===== src/rtl/ahb_apb_pkg.sv =====
// ahb_apb_pkg: shared state encoding, AHB constants and transfer decode helpers for the AHB-to-APB bridge.
package ahb_apb_pkg;

    typedef enum logic [2:0] {
        ST_IDLE,
        ST_WDATA,
        ST_SETUP,
        ST_ACCESS,
        ST_DONE,
        ST_ERR1,
        ST_ERR2
    } state_t;

    localparam logic [1:0] HTRANS_NONSEQ = 2'b10;
    localparam logic [1:0] HTRANS_SEQ    = 2'b11;

    localparam logic [2:0] HSIZE_BYTE = 3'd0;
    localparam logic [2:0] HSIZE_HALF = 3'd1;
    localparam logic [2:0] HSIZE_WORD = 3'd2;

    function automatic logic is_active(input logic [1:0] htrans);
        return htrans == HTRANS_NONSEQ || htrans == HTRANS_SEQ;
    endfunction

    function automatic logic [3:0] apb_strobe(input logic [2:0] size, input logic [1:0] addr, input logic write);
        return !write ? 4'b0000 :
               size == HSIZE_BYTE ? 4'b0001 << addr :
               size == HSIZE_HALF ? 4'b0011 << {addr[1], 1'b0} : 4'b1111;
    endfunction

    function automatic logic is_aligned(input logic [2:0] size, input logic [1:0] addr);
        return size == HSIZE_BYTE || (size == HSIZE_HALF && !addr[0]) || (size == HSIZE_WORD && addr == 2'b00);
    endfunction

endpackage


===== src/rtl/ahb_apb_bridge_if.sv =====
// ahb_apb_bridge_if: AHB-Lite slave side and APB master side signals of the bridge.
interface ahb_apb_bridge_if;
    logic        HSEL;
    logic [31:0] HADDR;
    logic [1:0]  HTRANS;
    logic        HWRITE;
    logic [2:0]  HSIZE;
    logic [31:0] HWDATA;
    logic        HREADY;
    logic        HREADYOUT;
    logic        HRESP;
    logic [31:0] HRDATA;
    logic [3:0]  PSEL;
    logic [31:0] PADDR;
    logic        PWRITE;
    logic [31:0] PWDATA;
    logic [3:0]  PSTRB;
    logic        PENABLE;
    logic        PREADY;
    logic [31:0] PRDATA;
    logic        PGRANT;

    modport slave (
        input  HSEL, HADDR, HTRANS, HWRITE, HSIZE, HWDATA, HREADY,
        output HREADYOUT, HRESP, HRDATA,
        output PSEL, PADDR, PWRITE, PWDATA, PSTRB, PENABLE,
        input  PREADY, PRDATA, PGRANT
    );

    modport master (
        output HSEL, HADDR, HTRANS, HWRITE, HSIZE, HWDATA, HREADY,
        input  HREADYOUT, HRESP, HRDATA,
        input  PSEL, PADDR, PWRITE, PWDATA, PSTRB, PENABLE,
        output PREADY, PRDATA, PGRANT
    );
endinterface


===== src/rtl/apb_timeout_counter.sv =====
// apb_timeout_counter: reloads on entry to SETUP and flags the last allowed SETUP+ACCESS cycle.
module apb_timeout_counter #(
    parameter int LIMIT = 16
) (
    input  logic clk,
    input  logic rst,
    input  logic load,
    input  logic clear,
    output logic expire
);
    localparam int W = $clog2(LIMIT + 1);

    logic [W-1:0] cnt;

    always_ff @(posedge clk) begin
        if (rst) cnt <= '0;
        else if (load) cnt <= W'(LIMIT);
        else if (clear) cnt <= '0;
        else if (cnt != '0) cnt <= cnt - W'(1);
    end

    assign expire = cnt == W'(1);
endmodule


===== src/rtl/ahb_apb_bridge.sv =====
// ahb_apb_bridge: converts each AHB-Lite slave transfer into one APB transaction on an interconnect master port.
// Define APB_TIMEOUT_EN to abort APB transfers that wait longer than TIMEOUT_CYCLES with an ERROR response.
module ahb_apb_bridge
    import ahb_apb_pkg::*;
#(
    parameter int TIMEOUT_CYCLES = 16
) (
    input logic PCLK,
    input logic PRST,
    ahb_apb_bridge_if.slave bus
);
    state_t state;
    logic   accept;
    logic   legal;
    logic   expire;

    assign accept = bus.HSEL && bus.HREADY && is_active(bus.HTRANS) && (state == ST_IDLE || state == ST_DONE);
    assign legal  = is_aligned(bus.HSIZE, bus.HADDR[1:0]);

`ifdef APB_TIMEOUT_EN
    logic load;
    logic clear;

    assign load  = (accept && legal && !bus.HWRITE) || state == ST_WDATA;
    assign clear = state != ST_SETUP && state != ST_ACCESS;

    apb_timeout_counter #(.LIMIT(TIMEOUT_CYCLES)) u_timeout (
        .clk(PCLK),
        .rst(PRST),
        .load(load),
        .clear(clear),
        .expire(expire)
    );
`else
    logic unused_limit;

    assign unused_limit = |TIMEOUT_CYCLES;
    assign expire       = 1'b0;
`endif

    always_ff @(posedge PCLK) begin
        if (PRST) begin
            state         <= ST_IDLE;
            bus.HREADYOUT <= 1'b1;
            bus.HRESP     <= 1'b0;
            bus.HRDATA    <= '0;
            bus.PSEL      <= '0;
            bus.PADDR     <= '0;
            bus.PWRITE    <= 1'b0;
            bus.PWDATA    <= '0;
            bus.PSTRB     <= '0;
            bus.PENABLE   <= 1'b0;
        end else if (accept) begin
            bus.HREADYOUT <= 1'b0;
            if (!legal) begin
                bus.HRESP <= 1'b1;
                state     <= ST_ERR1;
            end else begin
                bus.PADDR  <= bus.HADDR;
                bus.PWRITE <= bus.HWRITE;
                bus.PSTRB  <= apb_strobe(bus.HSIZE, bus.HADDR[1:0], bus.HWRITE);
                bus.PSEL   <= bus.HWRITE ? 4'b0000 : 4'b0001 << bus.HADDR[31:30];
                state      <= bus.HWRITE ? ST_WDATA : ST_SETUP;
            end
        end else begin
            case (state)
                ST_WDATA: begin
                    bus.PWDATA <= bus.HWDATA;
                    bus.PSEL   <= 4'b0001 << bus.PADDR[31:30];
                    state      <= ST_SETUP;
                end
                ST_SETUP, ST_ACCESS: begin
                    // A completing PREADY wins over a timeout in the same cycle
                    if (state == ST_ACCESS && bus.PREADY) begin
                        bus.PSEL      <= '0;
                        bus.PENABLE   <= 1'b0;
                        bus.HREADYOUT <= 1'b1;
                        bus.HRDATA    <= bus.PWRITE ? bus.HRDATA : bus.PRDATA;
                        state         <= ST_DONE;
                    end else if (expire) begin
                        bus.PSEL    <= '0;
                        bus.PENABLE <= 1'b0;
                        bus.HRESP   <= 1'b1;
                        state       <= ST_ERR1;
                    end else if (state == ST_SETUP && bus.PGRANT) begin
                        bus.PENABLE <= 1'b1;
                        state       <= ST_ACCESS;
                    end
                end
                ST_DONE: state <= ST_IDLE;
                ST_ERR1: begin
                    bus.HREADYOUT <= 1'b1;
                    state         <= ST_ERR2;
                end
                ST_ERR2: begin
                    bus.HRESP <= 1'b0;
                    state     <= ST_IDLE;
                end
                default: state <= ST_IDLE;
            endcase
        end
    end
endmodule


===== src/flat_wrapper.sv =====
// flat-port wrapper written by rule: the top's interface ports become plain ports
module ahb_apb_bridge_flat import ahb_apb_pkg::*;
#(
    parameter int TIMEOUT_CYCLES = 16
)
  (PCLK, PRST, bus_HSEL, bus_HADDR, bus_HTRANS, bus_HWRITE, bus_HSIZE, bus_HWDATA, bus_HREADY, bus_HREADYOUT, bus_HRESP, bus_HRDATA, bus_PSEL, bus_PADDR, bus_PWRITE, bus_PWDATA, bus_PSTRB, bus_PENABLE, bus_PREADY, bus_PRDATA, bus_PGRANT);
  ahb_apb_bridge_if bus_i ();
  input logic PCLK;
  input logic PRST;
  input wire logic [$bits(bus_i.HSEL)-1:0] bus_HSEL;
  input wire logic [$bits(bus_i.HADDR)-1:0] bus_HADDR;
  input wire logic [$bits(bus_i.HTRANS)-1:0] bus_HTRANS;
  input wire logic [$bits(bus_i.HWRITE)-1:0] bus_HWRITE;
  input wire logic [$bits(bus_i.HSIZE)-1:0] bus_HSIZE;
  input wire logic [$bits(bus_i.HWDATA)-1:0] bus_HWDATA;
  input wire logic [$bits(bus_i.HREADY)-1:0] bus_HREADY;
  output wire logic [$bits(bus_i.HREADYOUT)-1:0] bus_HREADYOUT;
  output wire logic [$bits(bus_i.HRESP)-1:0] bus_HRESP;
  output wire logic [$bits(bus_i.HRDATA)-1:0] bus_HRDATA;
  output wire logic [$bits(bus_i.PSEL)-1:0] bus_PSEL;
  output wire logic [$bits(bus_i.PADDR)-1:0] bus_PADDR;
  output wire logic [$bits(bus_i.PWRITE)-1:0] bus_PWRITE;
  output wire logic [$bits(bus_i.PWDATA)-1:0] bus_PWDATA;
  output wire logic [$bits(bus_i.PSTRB)-1:0] bus_PSTRB;
  output wire logic [$bits(bus_i.PENABLE)-1:0] bus_PENABLE;
  input wire logic [$bits(bus_i.PREADY)-1:0] bus_PREADY;
  input wire logic [$bits(bus_i.PRDATA)-1:0] bus_PRDATA;
  input wire logic [$bits(bus_i.PGRANT)-1:0] bus_PGRANT;
  assign bus_i.HSEL = bus_HSEL;
  assign bus_i.HADDR = bus_HADDR;
  assign bus_i.HTRANS = bus_HTRANS;
  assign bus_i.HWRITE = bus_HWRITE;
  assign bus_i.HSIZE = bus_HSIZE;
  assign bus_i.HWDATA = bus_HWDATA;
  assign bus_i.HREADY = bus_HREADY;
  assign bus_HREADYOUT = bus_i.HREADYOUT;
  assign bus_HRESP = bus_i.HRESP;
  assign bus_HRDATA = bus_i.HRDATA;
  assign bus_PSEL = bus_i.PSEL;
  assign bus_PADDR = bus_i.PADDR;
  assign bus_PWRITE = bus_i.PWRITE;
  assign bus_PWDATA = bus_i.PWDATA;
  assign bus_PSTRB = bus_i.PSTRB;
  assign bus_PENABLE = bus_i.PENABLE;
  assign bus_i.PREADY = bus_PREADY;
  assign bus_i.PRDATA = bus_PRDATA;
  assign bus_i.PGRANT = bus_PGRANT;
  ahb_apb_bridge #(.TIMEOUT_CYCLES(TIMEOUT_CYCLES)) u_core (.PCLK(PCLK), .PRST(PRST), .bus(bus_i));
endmodule

===== config.mk =====
export PLATFORM = sky130hd
export DESIGN_NAME = ahb_apb_bridge_flat
export DESIGN_NICKNAME = d
export VERILOG_FILES = /design/src/rtl/ahb_apb_pkg.sv /design/src/rtl/ahb_apb_bridge_if.sv /design/src/rtl/apb_timeout_counter.sv /design/src/rtl/ahb_apb_bridge.sv /design/src/flat_wrapper.sv
export SDC_FILE = /design/constraint.sdc
export NUM_CORES = 1
export LEC_CHECK = 0
export ABC_AREA = 1
export CORE_MARGIN = 1.5
export CORE_UTILIZATION = 43
export CTS_CLUSTER_SIZE = 30
export DETAILED_ROUTE_END_ITERATION = 6
export GPL_TIMING_DRIVEN = 0
export PLACE_DENSITY = 0.86
export SETUP_SLACK_MARGIN = 0.4
export SYNTH_ARGS = -nofsm -noshare
export SYNTH_HDL_FRONTEND = slang
export SYNTH_SLANG_ARGS = --single-unit

===== constraint.sdc =====
create_clock -name PCLK -period 2.54 [get_ports PCLK]
set_clock_uncertainty 0.05 [all_clocks]
set_input_delay 0.381 -clock PCLK [delete_from_list [all_inputs] [get_ports PCLK]]
set_output_delay 0.381 -clock PCLK [all_outputs]
set_load 0.02 [all_outputs]

==> results of run 1 <==
==> logic make-up after synthesis <==
| group | after synthesis | synth area share |
|---|---|---|
| AO/OA/AOI/OAI | 121 | 0.144 |
| buffers and inverters | 52 | 0.0629 |
| flip-flops | 111 | 0.527 |
| AND/OR/NAND/NOR | 276 | 0.266 |
==> flip-flops by register name, indices dropped and copies added, names as in the netlist <==
| name | count |
|---|---|
| u_core.bus.PADDR | 32 |
| u_core.bus.PSTRB | 4 |
| u_core.bus.HREADYOUT | 1 |
| u_core.bus.HRDATA | 32 |
| u_core.bus.PWRITE | 1 |
| u_core.bus.PSEL | 4 |
| u_core.bus.HRESP | 1 |
| u_core.bus.PWDATA | 32 |
| u_core.bus.PENABLE | 1 |
| u_core.state | 3 |
==> through the flow <==
stage	setup slack, ns	power, uW
2_1_floorplan	1.22	2080
3_5_place_dp	0.278	2410
4_1_cts	0.627	3380
5_1_grt	0.462	3500
6_report	0.645	3350
3_3_place_gp	0.312	2390
==> worst register-to-register path: stages, from the launching register on <==
cell	delay, ns
dfxtp_1	0.35
inv_2	0.13
nand2_1	0.10
nor2_2	0.27
inv_1	0.18
clkbuf_1	0.27
nor2_1	0.16
nor2_1	0.07
==> layout make-up <==
type	count	area [sq um]
Inverter	19	71.3
Fill cell	771	2680
Sequential cell	111	2220
Clock buffer	9	124
Timing Repair Buffer	214	2140
Clock inverter	7	52.6
Tap cell	129	161
Buffer	33	194
Multi-Input combinational cell	397	1730
==> metal layers <==
metal	global-route usage	vias up
li1	-	2242
met1	0.261	2012
met2	0.427	191
met3	0.0670	31
met4	0.121	0
met5	0	-
==> power breakdown <==
part	switching, uW	internal, uW	leakage [uW]
Combinational	257	292	0.00169
Clock	612	368	0.0000957
Sequential	29.8	1800	0.000898
Total	899	2460	0.00268
==> cell usage after synthesis <==
cell type / instances
a21oi_1: 16
buf_2: 5
buf_4: 3
buf_6: 7
clkbuf_1: 18
dfxtp_1: 111
inv_1: 14
inv_2: 5
nand2_1: 33
nand2_2: 2
nand3_1: 18
nand3_4: 1
nor2_1: 214
nor2_2: 1
nor2_4: 1
nor2_8: 1
nor3_1: 4
nor3_4: 1
o21ai_0: 63
o21ai_1: 41
o31ai_1: 1
==> final timing paths <==
| path | to | slack, ns | cells past startpoint | from |
|---|---|---|---|---|
| worst max-delay path | bus_PADDR[30] | 0.65 | 1 | u_core.bus.PADDR[30] |
| worst min-delay path | u_core.bus.PSTRB[2] | 0.43 | 2 | u_core.bus.PSTRB[2] |
| worst max register to register | u_core.bus.PWDATA[15] | 0.87 | 7 | u_core.state[1] |
| worst min register to register | u_core.bus.PSTRB[2] | 0.43 | 2 | u_core.bus.PSTRB[2] |
==> impl_metrics.json, run 1 <==
{
  "outcome": "completed",
  "syn_area_per_cell_sq_um": 7.53,
  "synth_top_area_share": 0.527,
  "drtIter0Drc": 133,
  "max_cap_viol_count": 0,
  "hold_viol": 0,
  "die_w_um": 102,
  "worstMarginPinSlew_ns": 0.610,
  "cts-buffers-inserted": 9,
  "synthToLayoutAreaGrowth_pct": 58.8,
  "fin_tns_setup_ns": 0,
  "syn-cell-area_sq_um": 4220,
  "grt-ovfl-total": 0,
  "grt_util_all_layers": 0.240,
  "cts-htree-levels": 3,
  "start_util": 0.450,
  "cts_tree": "yes",
  "required_ns": 2.11,
  "min_period_over_period": 0.746,
  "syn_inst": 560,
  "clock_latency_ns": 0.36,
  "relSlewSlack": 0.593,
  "seq_area_frac_synth": 0.527,
  "dpl.cell_count": 903,
  "hold_slack_ns": 0.426,
  "min_path_type": "register to register",
  "clock_sinks": 111,
  "drive_gt1_frac": 0.0544,
  "rsz0062_at_grt": "false",
  "cp-start-kind": "register",
  "path_class": "register to primary output",
  "via_count": 4476,
  "gp_congestion": 0.867,
  "max_freq_mhz": 528,
  "vdd_drop_max_v": 0.000356,
  "synth.largest_area_cell": "dfxtp_1",
  "drcViolationCount": 0,
  "rows": 35,
  "grt_max_degree": 20,
  "grt_pass1_vias": 4418,
  "diodes": 0,
  "die-area_sq_um": 10400,
  "cts_setup_buffers": 0,
  "clkTransAtPathRegs_ns": 0.11,
  "cp_data_arrival_time_ns": 1.46,
  "ant_nets": 0,
  "mostFrequentLayoutCells": "214 x nor2_1, 214 x clkdlybuf4s50_1, 111 x dfxtp_1",
  "yosysWarnings": 0,
  "placed_area_sq_um": 6520,
  "syn_nets": 668,
  "leakage_uw": 0.00268,
  "top_layer": "met4",
  "io_buffer_count": 214,
  "power_density_nw_per_um2": 501,
  "cts-root-buf": "clkbuf_8",
  "critical_path.max_stage_delay_ns": 0.65,
  "die_h_um": 102,
  "met2WireLength_um": 6290,
  "core_sq_um": 9370,
  "dr.pass1.iters": 4,
  "met3_length_um": 1030,
  "synthTopCellsByArea": "dfxtp_1 53%, nor2_1 19%, o21ai_0 7.5%, o21ai_1 4.9%, nand2_1 2.9%",
  "nNetsFinal": 893,
  "synth_cell_type_count": 21,
  "crit_path_max_fanout": 6,
  "utilization": 0.715,
  "design_area_sq_um": 6700,
  "cts_max_path_buffers": 2,
  "layout_min_cycle_time_ns": 1.89,
  "finalWirelength_um": 12900,
  "cp_top_family": "buffers and inverters",
  "cp.buffers_inverters": 1,
  "ios": 216,
  "ys_ff_latch": 111,
  "stdcell_count": 919,
  "antenna_found_initial": 0,
  "via_per_inst": 4.87,
  "wl_per_cell_um": 14.1,
  "slowest_stage": "clkdlybuf4s50_1",
  "crit_chain": "clkdlybuf4s50_1",
  "cts_hold_buf": 0,
  "hpwlAfterDp_um": 9960,
  "grt_pass1_wl_um": 19700,
  "wl_met1_um": 5140,
  "finalSetupViolations": 0,
  "critPathCaptureType": "primary output",
  "cts_resized": 0,
  "drv_slew": 0
}
(Power assumes the default switching activity.)
==> inputs of run 2 (changes only) <==
- CORE_UTILIZATION: 43 -> 40
- PLACE_DENSITY: 0.86 -> 0.81
- clock period: 2.54 -> 2 ns (I/O delays scaled with it)
==> run 2 against run 1 <==
  * Worst setup slack got worse by 0.21 ns
  * Sequential share of layout area increased by 0.26 points
  * Worst hold slack got worse by 0.073 ns
  * Register-to-register slack got worse by 0.42 ns
  * Clock power increased by 38%
  * Routed wire length decreased by 3.2%
  * Sequential power increased by 27%
  * Largest cell class unchanged
==> impl_metrics.json, run 2 (synthesis results as in run 1) <==
{
  "outcome": "completed",
  "worstMarginPinSlew_ns": 0.487,
  "grt_max_degree": 18,
  "place_ws_ns": -0.311,
  "layout_min_cycle_time_ns": 1.57,
  "relSlewSlack": 0.675,
  "io_buffer_count": 214,
  "die_h_um": 106,
  "crit_chain": "clkdlybuf4s50_1 -> nand2_2 -> nor3_4 -> inv_2 -> nor2_4 -> inv_4 -> buf_6 -> nor2_1 -> nor2_1",
  "dr.pass1.iters": 5,
  "die_w_um": 106,
  "grt_util_all_layers": 0.218,
  "hold_viol": 0,
  "ant_nets": 0,
  "vdd_drop_max_v": 0.000465,
  "drcViolationCount": 0,
  "fin_tns_setup_ns": 0,
  "grt_pass1_wl_um": 19900,
  "max_freq_mhz": 638,
  "diodes": 0,
  "drive_gt1_frac": 0.0848,
  "rsz0062_at_grt": "true",
  "critical_path.max_stage_delay_ns": 0.50,
  "antenna_found_initial": 0,
  "wl_per_cell_um": 13.5,
  "path_class": "input pin to register",
  "cts_max_path_buffers": 2,
  "cp_common_cell": "nor2_1",
  "critPathCaptureType": "register",
  "core_sq_um": 10300,
  "die-area_sq_um": 11200,
  "cp_data_arrival_time_ns": 1.77,
  "hpwlAfterDp_um": 9490,
  "cts_tree": "yes",
  "clkTransAtPathRegs_ns": 0.10,
  "start_util": 0.410,
  "placed_area_sq_um": 6530,
  "ios": 216,
  "max_cap_viol_count": 0,
  "layout.cells.most_common": "nor2_1",
  "rows": 37,
  "required_ns": 2.20,
  "design_area_sq_um": 6650,
  "cts-root-buf": "clkbuf_8",
  "finalWorstSetupSlack_ns": 0.432,
  "mostFrequentLayoutCells": "206 x nor2_1, 109 x dfxtp_1, 108 x dlygate4sd2_1",
  "clock_sinks": 111,
  "slowest_stage": "clkdlybuf4s50_1",
  "grt-ovfl-total": 0,
  "cp-start-kind": "input pin",
  "min_period_over_period": 0.784,
  "nNetsFinal": 894,
  "cts-htree-levels": 3,
  "clock_latency_ns": 0.36,
  "power_density_nw_per_um2": 649,
  "top_regs": "u_core.bus.HRDATA (32), u_core.bus.PADDR (32), u_core.bus.PWDATA (32)",
  "reg2reg_slack_ns": 0.45,
  "crit_path_max_fanout": 10,
  "finalWirelength_um": 12500,
  "gp_congestion": 0.865,
  "leakage_uw": 0.00323,
  "grt_pass1_vias": 4335,
  "min_path_type": "input pin to register",
  "fillCellCount": 965,
  "synthToLayoutAreaGrowth_pct": 57.7,
  "finalSetupViolations": 0,
  "drtIter0Drc": 205,
  "via_per_inst": 4.80,
  "drv_slew": 0,
  "cts-buffers-inserted": 9,
  "via_count": 4445
}
==> run 2: cell types whose count changed in the layout (fill, tap and decap cells not counted), moves of 2 or more <==
cell	previous run	this run
clkbuf_1	18	4
clkbuf_2	0	14
clkdlybuf4s50_1	214	105
clkinv_2	3	1
clkinvlp_4	0	2
dfxtp_1	111	109
dfxtp_2	0	2
dlygate4sd2_1	0	108
inv_6	2	0
nor2_1	214	206
nor2_2	1	8
==> run 2: power breakdown <==
part           total [uW]  leakage (uW)  internal [uW]  switching, uW
sequential           2320      0.000899           2280           35.4
clock                1350     0.0000944            608            742
combinational         653       0.00224            328            325
==> run 2: timing repair <==
item,4_1_cts,5_1_grt
pin swaps,0,2
hold buffers,0,0
setup buffers,0,1
gates resized for setup,111,38
endpoints found under the setup margin,198,60
==> run 2: layout make-up <==
cell class,instances,area [sq um],share of cell area
sequential,111,2220,0.334
timing repair buffer,215,2020,0.303
multi-input combinational,397,1750,0.264
buffer,33,215,0.0324
tap,136,170,0.0256
clock buffer,10,138,0.0207
inverter,19,73.8,0.0111
clock inverter,5,58.8,0.00884
==> run 2: per-layer routing <==
metal  vias to the layer above  GRT usage  share of wire
met4                         0     0.0763          0.017
met5                         -          0              0
met1                      2046      0.254           0.43
met3                        17     0.0662          0.079
met2                       139      0.376           0.48
li1                       2243          -              -
==> run 2: critical path: cells and delay by family <==
family	cells	cell delay, ns
buffers and inverters	4	0.80
and+or+nand+nor	5	0.67
==> run 2: through the flow <==
stage	std cells	power [uW]	hold slack, ns	utilization
after floorplan	560	2650	0.385	-
after global placement	910	3040	0.411	0.635
after detailed placement	910	3060	0.409	0.635
after CTS	925	4360	0.425	0.642
after global routing	926	4510	0.335	0.647
final	926	4320	0.353	0.647
==> run 2: final timing paths <==
check	start	cells after the start	end
worst max-delay path	bus_PREADY	9	u_core.bus.HRDATA[1]
worst min-delay path	bus_HADDR[0]	3	u_core.bus.PADDR[0]
worst max register to register	u_core.state[0]	9	u_core.bus.HRDATA[1]
worst min register to register	u_core.bus.HRESP	2	u_core.bus.HRESP
==> inputs of run 3 (changes only) <==
- clock period: 2 -> 1.62 ns (I/O delays scaled with it)
==> run 3 against run 2 <==
  * Final cell count up 3.7%
  * Largest cell class unchanged
  * Via count up 7.3%
  * Total power grew 26%
  * Non-clock buffer count rose by 34
  * Clock power is 17% higher
  * Critical endpoint is now u_core.bus.PADDR[24]
==> impl_metrics.json, run 3 (synthesis results as in run 1) <==
{
  "cts_tree": "yes",
  "placed_area_sq_um": 6580,
  "clock_latency_ns": 0.37,
  "cp-start-kind": "register",
  "switching_share": 0.279,
  "max_freq_mhz": 658,
  "finalSetupViolations": 0,
  "relSlewSlack": 0.777,
  "top_regs": "u_core.bus.HRDATA (32), u_core.bus.PADDR (32), u_core.bus.PWDATA (32)",
  "gp_congestion": 0.830,
  "die_w_um": 106,
  "diodes": 0,
  "grt_pass1_wl_um": 22400,
  "io_buffer_count": 214,
  "clock_sinks": 111,
  "drcViolationCount": 0,
  "cp_data_arrival_time_ns": 1.73,
  "finalWirelength_um": 15000,
  "mostFrequentLayoutCells": "166 x nor2_1, 103 x clkdlybuf4s50_1, 96 x dfxtp_1",
  "dpl.cell_count": 910,
  "leakage_uw": 0.00330,
  "cts_max_path_buffers": 2,
  "cts-root-buf": "clkbuf_8",
  "antenna_found_initial": 0,
  "vdd_drop_max_v": 0.000504,
  "cts-buffers-inserted": 9,
  "power_density_nw_per_um2": 750,
  "hold_viol": 0,
  "reg2reg_from": "u_core.state[1]",
  "core_sq_um": 10300,
  "dr.pass1.iters": 6,
  "drive_gt1_frac": 0.390,
  "stdcell_count": 960,
  "finalWorstSetupSlack_ns": 0.101,
  "reg2reg_slack_ns": 0.10,
  "min_path_type": "input pin to register",
  "drtIter0Drc": 202,
  "internal_power_uw": 3930,
  "max_cap_viol_count": 0,
  "switchingPower_uw": 1530,
  "critical_path.max_stage_delay_ns": 0.36,
  "reg2reg_depth": 9,
  "layout_min_cycle_time_ns": 1.52,
  "required_ns": 1.83,
  "cts-htree-levels": 3,
  "met2WireLength_um": 7830,
  "clkTransAtPathRegs_ns": 0.11,
  "power.share.clock": 0.289,
  "crit_chain": "inv_4 -> buf_6 -> nand2_4 -> nor2_8 -> nand3_4 -> buf_6 -> clkbuf_16 -> o21ai_1 -> nor2_1",
  "wl_per_cell_um": 15.7,
  "path_class": "register to register",
  "die_h_um": 106,
  "critPathLaunch": "u_core.state[1]",
  "crit_path_max_fanout": 6,
  "die-area_sq_um": 11200,
  "drv_slew": 0,
  "critPathCaptureType": "register",
  "rsz0062_at_grt": "true",
  "place_ws_ns": -0.566,
  "wl_met1_um": 5630,
  "via_per_inst": 4.97,
  "combPwrFrac": 0.185,
  "outcome": "completed",
  "ant_nets": 0,
  "met3_length_um": 1240,
  "critPathCapture": "u_core.bus.PADDR[24]",
  "rr_endpoint": "u_core.bus.PADDR[24]",
  "via_count": 4769,
  "seq_power_share": 0.526,
  "design_area_sq_um": 7280,
  "rows": 37,
  "slowest_stage": "dfxtp_2",
  "cts_hold_buf": 0,
  "cp_common_cell": "buf_6",
  "grt-ovfl-total": 0,
  "grt_max_degree": 19,
  "grt_pass1_vias": 4680,
  "start_util": 0.410,
  "top_layer": "met4",
  "nNetsFinal": 928,
  "min_period_over_period": 0.938,
  "worstMarginPinSlew_ns": 0.335,
  "grt_util_all_layers": 0.252,
  "synthToLayoutAreaGrowth_pct": 72.7,
  "hpwlAfterDp_um": 10000,
  "ios": 216,
  "layout.cells.most_common": "nor2_1"
}
## run 3: worst min-delay path by stage
stage / startpoint / end / slack, ns / depth (start not counted)
floorplan: bus_PRDATA[3] / u_core.bus.HRDATA[3] / 0.33 / 2
global placement: u_core.bus.PSTRB[0] / u_core.bus.PSTRB[0] / 0.41 / 2
detailed placement: u_core.bus.PSTRB[0] / u_core.bus.PSTRB[0] / 0.42 / 2
CTS: bus_HADDR[1] / u_core.bus.PADDR[1] / 0.32 / 3
global route: bus_HADDR[0] / u_core.bus.PADDR[0] / 0.38 / 3
finish: bus_HADDR[0] / u_core.bus.PADDR[0] / 0.36 / 3
## run 3: area by class of cell
cell class	count	area (sq um)
multi-input cells	397	2140
repair buffers	249	2110
clock buffers	10	138
plain buffers	33	342
fillers	844	2990
flip-flops and latches	111	2250
well taps	136	170
inverters	19	88.8
clock inverters	5	42.5
## run 3: through the flow
| stage | util | total power [uW] | TNS [ns] | hold slack [ns] |
|---|---|---|---|---|
| after floorplan | - | 3280 | 0 | 0.328 |
| after global placement | 0.640 | 3770 | -36.00 | 0.410 |
| after detailed placement | 0.640 | 3790 | -39.02 | 0.415 |
| after CTS | 0.660 | 5360 | 0 | 0.323 |
| after global routing | 0.709 | 5660 | 0 | 0.382 |
| final | 0.709 | 5460 | 0 | 0.364 |
## run 3: power groups by stage
stage / combinational [uW] / sequential [uW] / clock, uW
4_1_cts: 902 / 2860 / 1590
6_report: 1010 / 2870 / 1580
5_1_grt: 1080 / 2880 / 1700
2_1_floorplan: 256 / 3020 / 0
3_3_place_gp: 849 / 2920 / 0
3_5_place_dp: 866 / 2920 / 0
## run 3: routing by layer
layer  vias to the layer above  track usage
li1                       2323            -
met1                      2216        0.268
met2                       196        0.466
met3                        34       0.0754
met4                         0       0.0927
met5                         -            0
## run 3: worst max-delay path: cells and delay by family, from the launching register on
kind | cells | cell delay (ns)
AOI/OAI and AO/OA | 1 | 0.11
buffers and inverters | 4 | 0.52
and+or+nand+nor | 4 | 0.38
DFF | 1 | 0.36
## run 3: repair_timing
item,4_1_cts,5_1_grt
gates cloned,7,3
setup buffers,20,5
gates resized for setup,520,187
pin swaps,10,28
setup endpoints to repair,218,153
